**src/rtl/count_job_arbiter_pkg.sv**
```systemverilog
`default_nettype none
// ============================================================================
// count_job_arbiter_pkg : shared FSM encoding and default widths
// Revision: 1.0
// ============================================================================
package count_job_arbiter_pkg;

  localparam int C_CW_DEFAULT = 4;
  localparam int C_SW_DEFAULT = 4;

  typedef enum logic [1:0] {
    ST_IDLE = 2'd0,
    ST_RUN  = 2'd1,
    ST_DONE = 2'd2
  } state_t;

endpackage
`default_nettype wire

```
**src/rtl/count_job_arbiter_udc.sv**
```systemverilog
`default_nettype none
// ============================================================================
// udc_core : wrapping up/down counter, steps only when enabled
// Revision: 1.0
// ============================================================================
module udc_core
  import count_job_arbiter_pkg::*;
#(
  parameter int CW = C_CW_DEFAULT
) (
  input  logic          clk,
  input  logic          rstn,
  input  logic          en,
  input  logic          up,
  output logic [CW-1:0] q
);

  localparam logic [CW-1:0] C_ONE = CW'(1);

  logic [CW-1:0] r_q;

  always_ff @(posedge clk) begin
    if (!rstn) begin
      r_q <= '0;
    end else if (en) begin
      r_q <= up ? (r_q + C_ONE) : (r_q - C_ONE);
    end
  end

  assign q = r_q;

endmodule
`default_nettype wire

```
**src/rtl/count_job_arbiter.sv**
```systemverilog
`default_nettype none
// ============================================================================
// count_job_arbiter : two-requester round-robin arbiter driving a shared
//                     up/down step counter, one job at a time
// Revision: 1.0
// ============================================================================
module count_job_arbiter
  import count_job_arbiter_pkg::*;
#(
  parameter int CW = C_CW_DEFAULT,
  parameter int SW = C_SW_DEFAULT
) (
  input  logic            clk,
  input  logic            rstn,
  input  logic [1:0]      req_valid,
  input  logic [1:0]      req_dir,
  input  logic [2*SW-1:0] req_steps,
  output logic [1:0]      req_ready,
  output logic [CW-1:0]   cnt_out,
  output logic            busy,
  output logic            owner,
  output logic            done_valid,
  output logic            done_id,
  output logic [CW-1:0]   done_value
);

  localparam logic [SW-1:0] C_STEP_ONE = SW'(1);
  localparam logic [CW-1:0] C_CNT_ONE  = CW'(1);

  state_t        r_state;
  state_t        w_state_nxt;
  logic          r_dir;
  logic [SW-1:0] r_steps;
  logic          r_owner;
  logic          r_last_owner;
  logic          r_done_valid;
  logic          r_done_id;
  logic [CW-1:0] r_done_value;

  logic [1:0]    w_ready;
  logic          w_grant_idx;
  logic          w_accept;
  logic [SW-1:0] w_sel_steps;
  logic          w_sel_dir;
  logic          w_cnt_en;
  logic [CW-1:0] w_cnt;
  logic [CW-1:0] w_cnt_nxt;
  logic          w_done_id;

  // Grant is only offered in IDLE; a tie goes to whoever did not own the last job.
  always_comb begin
    w_ready     = 2'b00;
    w_grant_idx = 1'b0;
    if (rstn && (r_state == ST_IDLE)) begin
      case (req_valid)
        2'b01: begin
          w_ready     = 2'b01;
          w_grant_idx = 1'b0;
        end
        2'b10: begin
          w_ready     = 2'b10;
          w_grant_idx = 1'b1;
        end
        2'b11: begin
          w_grant_idx = ~r_last_owner;
          w_ready     = r_last_owner ? 2'b01 : 2'b10;
        end
        default: begin
          w_ready     = 2'b00;
          w_grant_idx = 1'b0;
        end
      endcase
    end
  end

  assign w_accept    = |(req_valid & w_ready);
  assign w_sel_steps = w_grant_idx ? req_steps[2*SW-1:SW] : req_steps[SW-1:0];
  assign w_sel_dir   = req_dir[w_grant_idx];

  always_comb begin
    w_state_nxt = r_state;
    case (r_state)
      ST_IDLE: begin
        if (w_accept) begin
          w_state_nxt = (w_sel_steps != '0) ? ST_RUN : ST_DONE;
        end
      end
      ST_RUN: begin
        if (r_steps == C_STEP_ONE) begin
          w_state_nxt = ST_DONE;
        end
      end
      ST_DONE: w_state_nxt = ST_IDLE;
      default: w_state_nxt = ST_IDLE;
    endcase
  end

  assign w_cnt_en = (r_state == ST_RUN);

  // Counter value after this edge, so done_value is valid in the DONE cycle itself.
  assign w_cnt_nxt = w_cnt_en ? (r_dir ? (w_cnt + C_CNT_ONE) : (w_cnt - C_CNT_ONE)) : w_cnt;
  assign w_done_id = (r_state == ST_IDLE) ? w_grant_idx : r_owner;

  always_ff @(posedge clk) begin
    if (!rstn) begin
      r_state      <= ST_IDLE;
      r_dir        <= 1'b0;
      r_steps      <= '0;
      r_owner      <= 1'b0;
      r_last_owner <= 1'b1;
      r_done_valid <= 1'b0;
      r_done_id    <= 1'b0;
      r_done_value <= '0;
    end else begin
      r_state      <= w_state_nxt;
      r_done_valid <= (w_state_nxt == ST_DONE);
      if (w_accept) begin
        r_dir   <= w_sel_dir;
        r_steps <= w_sel_steps;
        r_owner <= w_grant_idx;
      end else if (r_state == ST_RUN) begin
        r_steps <= r_steps - C_STEP_ONE;
      end
      if (w_state_nxt == ST_DONE) begin
        r_done_id    <= w_done_id;
        r_done_value <= w_cnt_nxt;
      end
      if (r_state == ST_DONE) begin
        r_last_owner <= r_owner;
      end
    end
  end

  udc_core #(
    .CW (CW)
  ) u_udc_core (
    .clk  (clk),
    .rstn (rstn),
    .en   (w_cnt_en),
    .up   (r_dir),
    .q    (w_cnt)
  );

  assign req_ready  = w_ready;
  assign cnt_out    = w_cnt;
  assign busy       = (r_state != ST_IDLE);
  assign owner      = r_owner;
  assign done_valid = r_done_valid;
  assign done_id    = r_done_id;
  assign done_value = r_done_value;

endmodule
`default_nettype wire

```
**config.mk**
```make
export PLATFORM = sky130hd
export DESIGN_NAME = count_job_arbiter
export DESIGN_NICKNAME = d
export VERILOG_FILES = /design/src/rtl/count_job_arbiter_pkg.sv /design/src/rtl/count_job_arbiter_udc.sv /design/src/rtl/count_job_arbiter.sv
export SDC_FILE = /design/constraint.sdc
export NUM_CORES = 1
export LEC_CHECK = 0
export BUFFER_PORTS_ARGS = -buffer_cell sky130_fd_sc_hd__buf_4
export CORE_UTILIZATION = 52
export CTS_CLUSTER_DIAMETER = 50
export DETAILED_ROUTE_END_ITERATION = 10
export PLACE_DENSITY = 0.76
export SLEW_MARGIN = 20
export SYNTH_ARGS = -nofsm -noshare
export SYNTH_HDL_FRONTEND = slang
export SYNTH_SLANG_ARGS = --single-unit
```
**constraint.sdc**
```tcl
create_clock -name clk -period 2.45 [get_ports clk]
set_input_delay 0.3675 -clock clk [delete_from_list [all_inputs] [get_ports clk]]
set_output_delay 0.3675 -clock clk [all_outputs]
set_load 0.02 [all_outputs]
```
==> results of run 1 <==
area by class of cell:
cell class	count	area (um^2)
inverter	8	30.0
clock buffer	3	22.5
multi-input combinational	90	669
fill	185	656
clock inverter	1	7.51
tap	27	33.8
timing repair buffer	27	203
sequential	19	380
cell families after synthesis:
| kind of cell | Yosys count |
|---|---|
| muxes | 11 |
| DFF | 19 |
| AOI/OAI and AO/OA | 23 |
| xor gates and xnor gates | 5 |
| buffers and inverters | 13 |
| and+or+nand+nor | 46 |
| adders and majority gates | 5 |
how the worst max path moves through the flow:
stage | startpoint | slack, ps | to
after floorplan | r_dir | 630 | done_value[3]
after global placement | rstn | 400 | done_value[0]
after detailed placement | rstn | 360 | done_value[0]
after CTS | r_dir | 460 | done_value[3]
after global routing | r_dir | 300 | done_value[3]
final | r_dir | 440 | done_value[3]
power by group through the flow:
stage	Clock, mW	Sequential, mW	Combinational (mW)
after global placement	0	0.381	0.261
after CTS	0.173	0.376	0.271
after detailed placement	0	0.383	0.270
final	0.168	0.376	0.270
after global routing	0.184	0.380	0.296
after floorplan	0	0.391	0.179
state kept, by name, summed over array words and instances (netlist names):
signal and count:
r_state 2, r_dir 1, r_steps 4, done_valid 1, done_value 4, owner 1, r_last_owner 1, done_id 1
u_udc_core.q 4
cell usage after synthesis (2+ instances only):
library cell / count
sky130_fd_sc_hd__o21a_1: 2
sky130_fd_sc_hd__buf_6: 2
sky130_fd_sc_hd__dfxtp_1: 19
sky130_fd_sc_hd__nor4_1: 3
sky130_fd_sc_hd__xnor2_1: 4
sky130_fd_sc_hd__buf_4: 2
sky130_fd_sc_hd__a21oi_1: 6
sky130_fd_sc_hd__mux2i_1: 7
sky130_fd_sc_hd__ha_1: 4
sky130_fd_sc_hd__o211a_1: 3
sky130_fd_sc_hd__and2_2: 4
sky130_fd_sc_hd__mux2_2: 3
sky130_fd_sc_hd__inv_1: 8
sky130_fd_sc_hd__nand2_1: 18
sky130_fd_sc_hd__nand3_1: 4
sky130_fd_sc_hd__nand2b_1: 3
sky130_fd_sc_hd__o211ai_1: 2
sky130_fd_sc_hd__o21ai_0: 2
sky130_fd_sc_hd__nor2_1: 6
worst max-delay path, delay by kind of cell, from the launching register on:
| family | cells | cell delay (ps) |
|---|---|---|
| AND/OR/NAND/NOR | 2 | 740 |
| flip-flops | 1 | 440 |
| AO/OA/AOI/OAI | 2 | 290 |
| adder cells (fa/ha/maj) | 1 | 230 |
| buffers and inverters | 1 | 130 |
| multiplexers | 1 | 80 |
metrics by stage:
stage          hold WS (ps)  area (um^2)  utilization  cells
2_1_floorplan           484         1120            -    122
3_3_place_gp            464         1320        0.658    171
3_5_place_dp            469         1320        0.658    171
4_1_cts                 273         1350        0.673    175
5_1_grt                 291         1350        0.673    175
6_report                275         1350        0.673    175
layer usage:
metal / global-route usage / wire length [um] / vias up
met5: 0 / 0 / -
met4: 0.0735 / 28 / 0
met3: 0.0314 / 72 / 4
met2: 0.357 / 1150 / 19
met1: 0.255 / 1130 / 444
li1: - / - / 483
==> metrics.md, run 1 <==
| Metric | Value |
|---|---|
| Outcome | `finished, final reports clean` |
| Proportion of power drawn by combinational gates | `0.331` |
| Commonest non-fill, non-tap cell in the layout | `sky130_fd_sc_hd__buf_4` |
| Cell breakdown of the critical path | `inv_1 > ha_1 > or4b_2 > o221ai_1 > o211ai_1 > nand2_1 > mux2i_1` |
| Clock group share of total power | `0.207` |
| Transition time at the pin with the least slew margin | `376 ps` |
| Net Count, Synth | `141` |
| Commonest cells after routing, fill and taps aside | `27 x sky130_fd_sc_hd__buf_4, 19 x sky130_fd_sc_hd__dfxtp_1, 18 x sky130_fd_sc_hd__nand2_1, 8 x sky130_fd_sc_hd__inv_1, 7 x sky130_fd_sc_hd__mux2i_1` |
| Netlist Area Pre-Place | `1120 um^2` |
| Post-CTS clock slew at the launch and capture registers of the worst setup and hold paths | `120 ps` |
| Number of synthesized flops with an enable pin | `0` |
| Register area share after synthesis | `0.339` |
| CTS tree | `built` |
| Area of the die | `2350 um^2` |
| Sum of overflow across all layers after global routing | `0` |
| Core footprint | `2000 um^2` |
| Proportion of layout cells with a drive suffix above 1 | `0.304` |
| Startpoint of the most critical register-to-register path | `r_dir` |
| Cell types occupying the most area after synthesis | `sky130_fd_sc_hd__dfxtp_1 34%, sky130_fd_sc_hd__mux2i_1 6.3%, sky130_fd_sc_hd__nand2_1 6.0%` |
| Pin count of the biggest net entering global routing | `21` |
| Routed wire per std cell | `13.6 um` |
| Violation count after the first detailed-route iteration | `30` |
| Static leakage | `0.648 nW` |
| Syn avg cell area | `9.19 um^2` |
| Dominant combinational cell family by area after synthesis | `simple AND/OR/NAND/NOR gates` |
| Start point of the worst min-delay path | `req_steps[7]` |
| Number of cells traversed by the worst register-to-register path | `7` |
| Pre-Repair DR Iteration Count | `4` |
| Worst path slowest cell | `sky130_fd_sc_hd__or4b_2` |
| Post-detailed-route DRC marker count | `0` |
| Adder-Cell Fraction of Synth Area | `0.0625` |
| Post CTS Setup Buffer Count | `0` |
| Path type of the worst setup path | `flop to flop` |
| All-layer global routing usage | `0.205` |
| Die boundary height | `48.4 um` |
| Arrival @ worst endpoint | `2210 ps` |
| Final Skew | `7.70 ps` |
| Number of antenna violations at the first check in global routing | `0` |
| Count of synthesis-stage warnings from yosys | `0` |
| Gate Count Post-Synth | `122` |
| Switching power | `0.283 mW` |
| Internal power consumption | `0.531 mW` |
| Crit-path max FO | `6` |
| Area growth syn-to-layout | `20.1%` |
| Number of hold violations in the final report | `0` |
| Wire length of the first global-routing pass | `3.71 mm` |
| Required time of the critical path | `2650 ps` |
| Number of CTS-inserted buffers | `3` |
| Remaining antenna violation count after routing | `0` |
| Number of vias per cell | `5.43` |
| Effective utilization at floorplan | `0.560` |
| Final worst-path cycle share | `0.819` |
| Fraction of synthesis flops using an asynchronous set or reset pin | `0` |
| Global placement routability congestion | `0.774` |
| Number of H-tree branching levels | `1` |
| Pwr per Cell Area | `605 nW/um^2` |
| Half-perimeter wire length after placement | `1.88 mm` |
| Resize count post-CTS | `0` |
| Headroom to the max-slew limit | `0.749` |
| Count of cell types in the netlist | `39` |
| Total Power Consumption | `0.814 mW` |
| Unrepaired setup endpoints after global routing | `false` |
| DIE WIDTH | `48.4 um` |
| Number of hold-repair buffers added at the cts stage | `0` |
| Clk root buf | `sky130_fd_sc_hd__clkbuf_4` |
| Maximum clock frequency | `0.498 GHz` |
| Hold WC Path Type | `input pin to flop` |
| Switch share | `0.348` |
| Clock Path Buffers | `2` |
| Final-report setup violation count | `0` |
| Worst IR drop on VDD | `0.576 mV` |
| Critical register-to-register path endpoint | `done_value[3]` |
| Post-synthesis simple-gate area fraction | `0.233` |
| Number of global-route vias before repair | `869` |
| Portion of synthesized cell area occupied by the leading cell type | `0.339` |
| Number of stages on the worst hold path | `2` |
| # IOs | `28` |
| Clock latency of the later-clocked register in the worst-skew pair | `300 ps` |
| Startpoint kind of the worst setup timing path | `flop` |
| Xor/xnor cell area share of the yosys netlist | `0.0391` |
| Sequential group share of total power | `0.462` |
| Most used DFF post-synth | `sky130_fd_sc_hd__dfxtp_1` |
| Port buffer count | `27` |
| Rows | `16` |
| Clock sink count | `19` |
| Setup slack of the most critical reg-to-reg path | `440 ps` |
| Register bit count reported by yosys | `19` |
| Worst hold path endpoint | `r_steps[3]` |
| Largest incremental delay on the critical path | `630 ps` |
| Fin nets | `168` |
| Worst slack, placed | `360 ps` |
| Final critical-path setup slack | `442 ps` |
| Number of maximum-capacitance violations | `0` |
| Aggregate negative setup slack | `0 ps` |
| Biggest area consumer among synthesized cells | `sky130_fd_sc_hd__dfxtp_1` |
| Multiplexer area fraction after synthesis | `0.106` |
| Antenna diodes | `0` |
| Time the final worst path needs with I/O delays and setup | `2010 ps` |
| Wire length after detailed routing | `2.38 mm` |
| Critical Path Sink Type | `flop` |
| Vias after detailed routing | `950` |
| Synthesized-area fraction occupied by ao, oa, aoi and oai cells | `0.156` |
| Number of max-slew violations in the final report | `0` |
Power figures use the tool's default switching activity.
==> inputs of run 2 (changes only) <==
CORE_UTILIZATION = 47   (was 52)
PLACE_DENSITY = 0.73   (was 0.76)
clock period = 1.77 ns   (was 2.45 ns; I/O delays follow)
==> metrics.md, run 2 (same netlist as run 1, synthesis figures left out) <==
| Metric | Value |
|---|---|
| Outcome | `finished, final reports clean` |
| Routed wire per std cell | `14.2 um` |
| Worst IR drop on VDD | `0.585 mV` |
| Cell breakdown of the critical path | `inv_1 > buf_4 > ha_4 > nand3_1 > a2111o_1 > o211ai_1 > nand2_1 > mux2i_1` |
| Vias after detailed routing | `1006` |
| Antenna diodes | `0` |
| Clk root buf | `sky130_fd_sc_hd__clkbuf_4` |
| Clock Path Buffers | `2` |
| CTS tree | `built` |
| Die boundary height | `50.8 um` |
| Startpoint kind of the worst setup timing path | `flop` |
| Total Power Consumption | `1.21 mW` |
| Static leakage | `0.723 nW` |
| Remaining antenna violation count after routing | `0` |
| Wire length of the first global-routing pass | `4.35 mm` |
| Final-report setup violation count | `0` |
| Sum of overflow across all layers after global routing | `0` |
| Path type of the worst setup path | `flop to flop` |
| Number of maximum-capacitance violations | `0` |
| Port buffer count | `27` |
| Crit-path max FO | `3` |
| Effective utilization at floorplan | `0.502` |
| Number of CTS-inserted buffers | `3` |
| Number of global-route vias before repair | `1009` |
| Number of hold-repair buffers added at the cts stage | `0` |
| Core footprint | `2230 um^2` |
| Pin count of the biggest net entering global routing | `20` |
| Half-perimeter wire length after placement | `2.00 mm` |
| Clock latency of the later-clocked register in the worst-skew pair | `320 ps` |
| Largest incremental delay on the critical path | `380 ps` |
| Headroom to the max-slew limit | `0.795` |
| Post-detailed-route DRC marker count | `0` |
| Number of buffers and inverters on the critical path | `2` |
| Rows | `17` |
| Number of vias per cell | `5.29` |
| Clock sink count | `19` |
| Area of the die | `2580 um^2` |
| Final Skew | `13.6 ps` |
| # IOs | `28` |
| Critical Path Sink Type | `flop` |
| Transition time at the pin with the least slew margin | `305 ps` |
| Worst path slowest cell | `sky130_fd_sc_hd__a2111o_1` |
| Summed area of non-filler cells in the final layout | `1500 um^2` |
| Commonest cells after routing, fill and taps aside | `41 x sky130_fd_sc_hd__buf_4, 18 x sky130_fd_sc_hd__nand2_1, 16 x sky130_fd_sc_hd__dfxtp_1, 8 x sky130_fd_sc_hd__inv_1, 7 x sky130_fd_sc_hd__mux2i_1` |
| DIE WIDTH | `50.8 um` |
| Number of H-tree branching levels | `1` |
| Fin nets | `182` |
| Time the final worst path needs with I/O delays and setup | `1730 ps` |
| Number of filler cells placed in the layout | `196` |
| Pwr per Cell Area | `812 nW/um^2` |
| Violation count after the first detailed-route iteration | `5` |
| Area growth syn-to-layout | `33.5%` |
| Global placement routability congestion | `0.802` |
| Arrival @ worst endpoint | `1980 ps` |
| Commonest non-fill, non-tap cell in the layout | `sky130_fd_sc_hd__buf_4` |
| Instance area after placement | `1420 um^2` |
| Final worst-path cycle share | `0.978` |
| Number of hold violations in the final report | `0` |
| Post-CTS clock slew at the launch and capture registers of the worst setup and hold paths | `130 ps` |
| Hold WC Path Type | `input pin to flop` |
| Wire length after detailed routing | `2.70 mm` |
| Delay-heaviest family, CP | `compound AO/OA/AOI/OAI gates` |
| Number of antenna violations at the first check in global routing | `0` |
| Pre-Repair DR Iteration Count | `4` |
| Required time of the critical path | `2010 ps` |
| Proportion of layout cells with a drive suffix above 1 | `0.407` |
| All-layer global routing usage | `0.233` |
| Number of max-slew violations in the final report | `0` |
| Maximum clock frequency | `0.578 GHz` |
| Unrepaired setup endpoints after global routing | `true` |
run 2: worst paths after layout:
| check | slack [ps] | end | from | cells after the start |
|---|---|---|---|---|
| max | 40 | done_value[3] | r_dir | 8 |
| min | 160 | r_steps[3] | req_steps[7] | 2 |
| max reg2reg | 40 | done_value[3] | r_dir | 8 |
| min reg2reg | 470 | done_id | done_id | 2 |
run 2: power by group:
group / total (mW) / switching [mW] / internal (mW) / leakage (nW)
Clock: 0.248 / 0.162 / 0.0864 / 0.0139
Sequential: 0.515 / 0.0420 / 0.473 / 0.157
Combinational: 0.452 / 0.225 / 0.226 / 0.552
run 2: cell type report:
class / count / area, um^2 / area share
repair buffers: 41 / 308 / 0.206
inverters: 8 / 30.0 / 0.0201
multi-input cells: 90 / 709 / 0.474
flip-flops and latches: 19 / 384 / 0.257
clock inverters: 1 / 7.51 / 0.00502
clock buffers: 3 / 22.5 / 0.0151
well taps: 28 / 35.0 / 0.0234
run 2: per-layer routing:
layer / track usage / part of all wire / routed length, um
met1: 0.271 / 0.44 / 1200
met4: 0.130 / 0.031 / 85
met2: 0.407 / 0.50 / 1340
met3: 0.0357 / 0.029 / 78
met5: 0 / 0 / 0
run 2: repair_timing:
item | 4_1_cts | 5_1_grt
resized for setup | 2 | 6
cloned | 0 | 0
endpoints found under the hold margin | 0 | 0
endpoints found under the setup margin | 1 | 3
setup buffers | 0 | 1
pin swaps | 0 | 1
run 2: per-stage QoR:
stage / setup TNS (ps) / hold WS, ps / setup WS (ps) / std cells / util
floorplan: -132 / 382 / -44.1 / 122 / -
global placement: 0 / 447 / 62.0 / 185 / 0.634
detailed placement: -1.99 / 461 / -1.99 / 185 / 0.634
CTS: 0 / 152 / 2.52 / 189 / 0.652
global route: -76.3 / 181 / -61.9 / 190 / 0.670
finish: 0 / 159 / 39.4 / 190 / 0.670
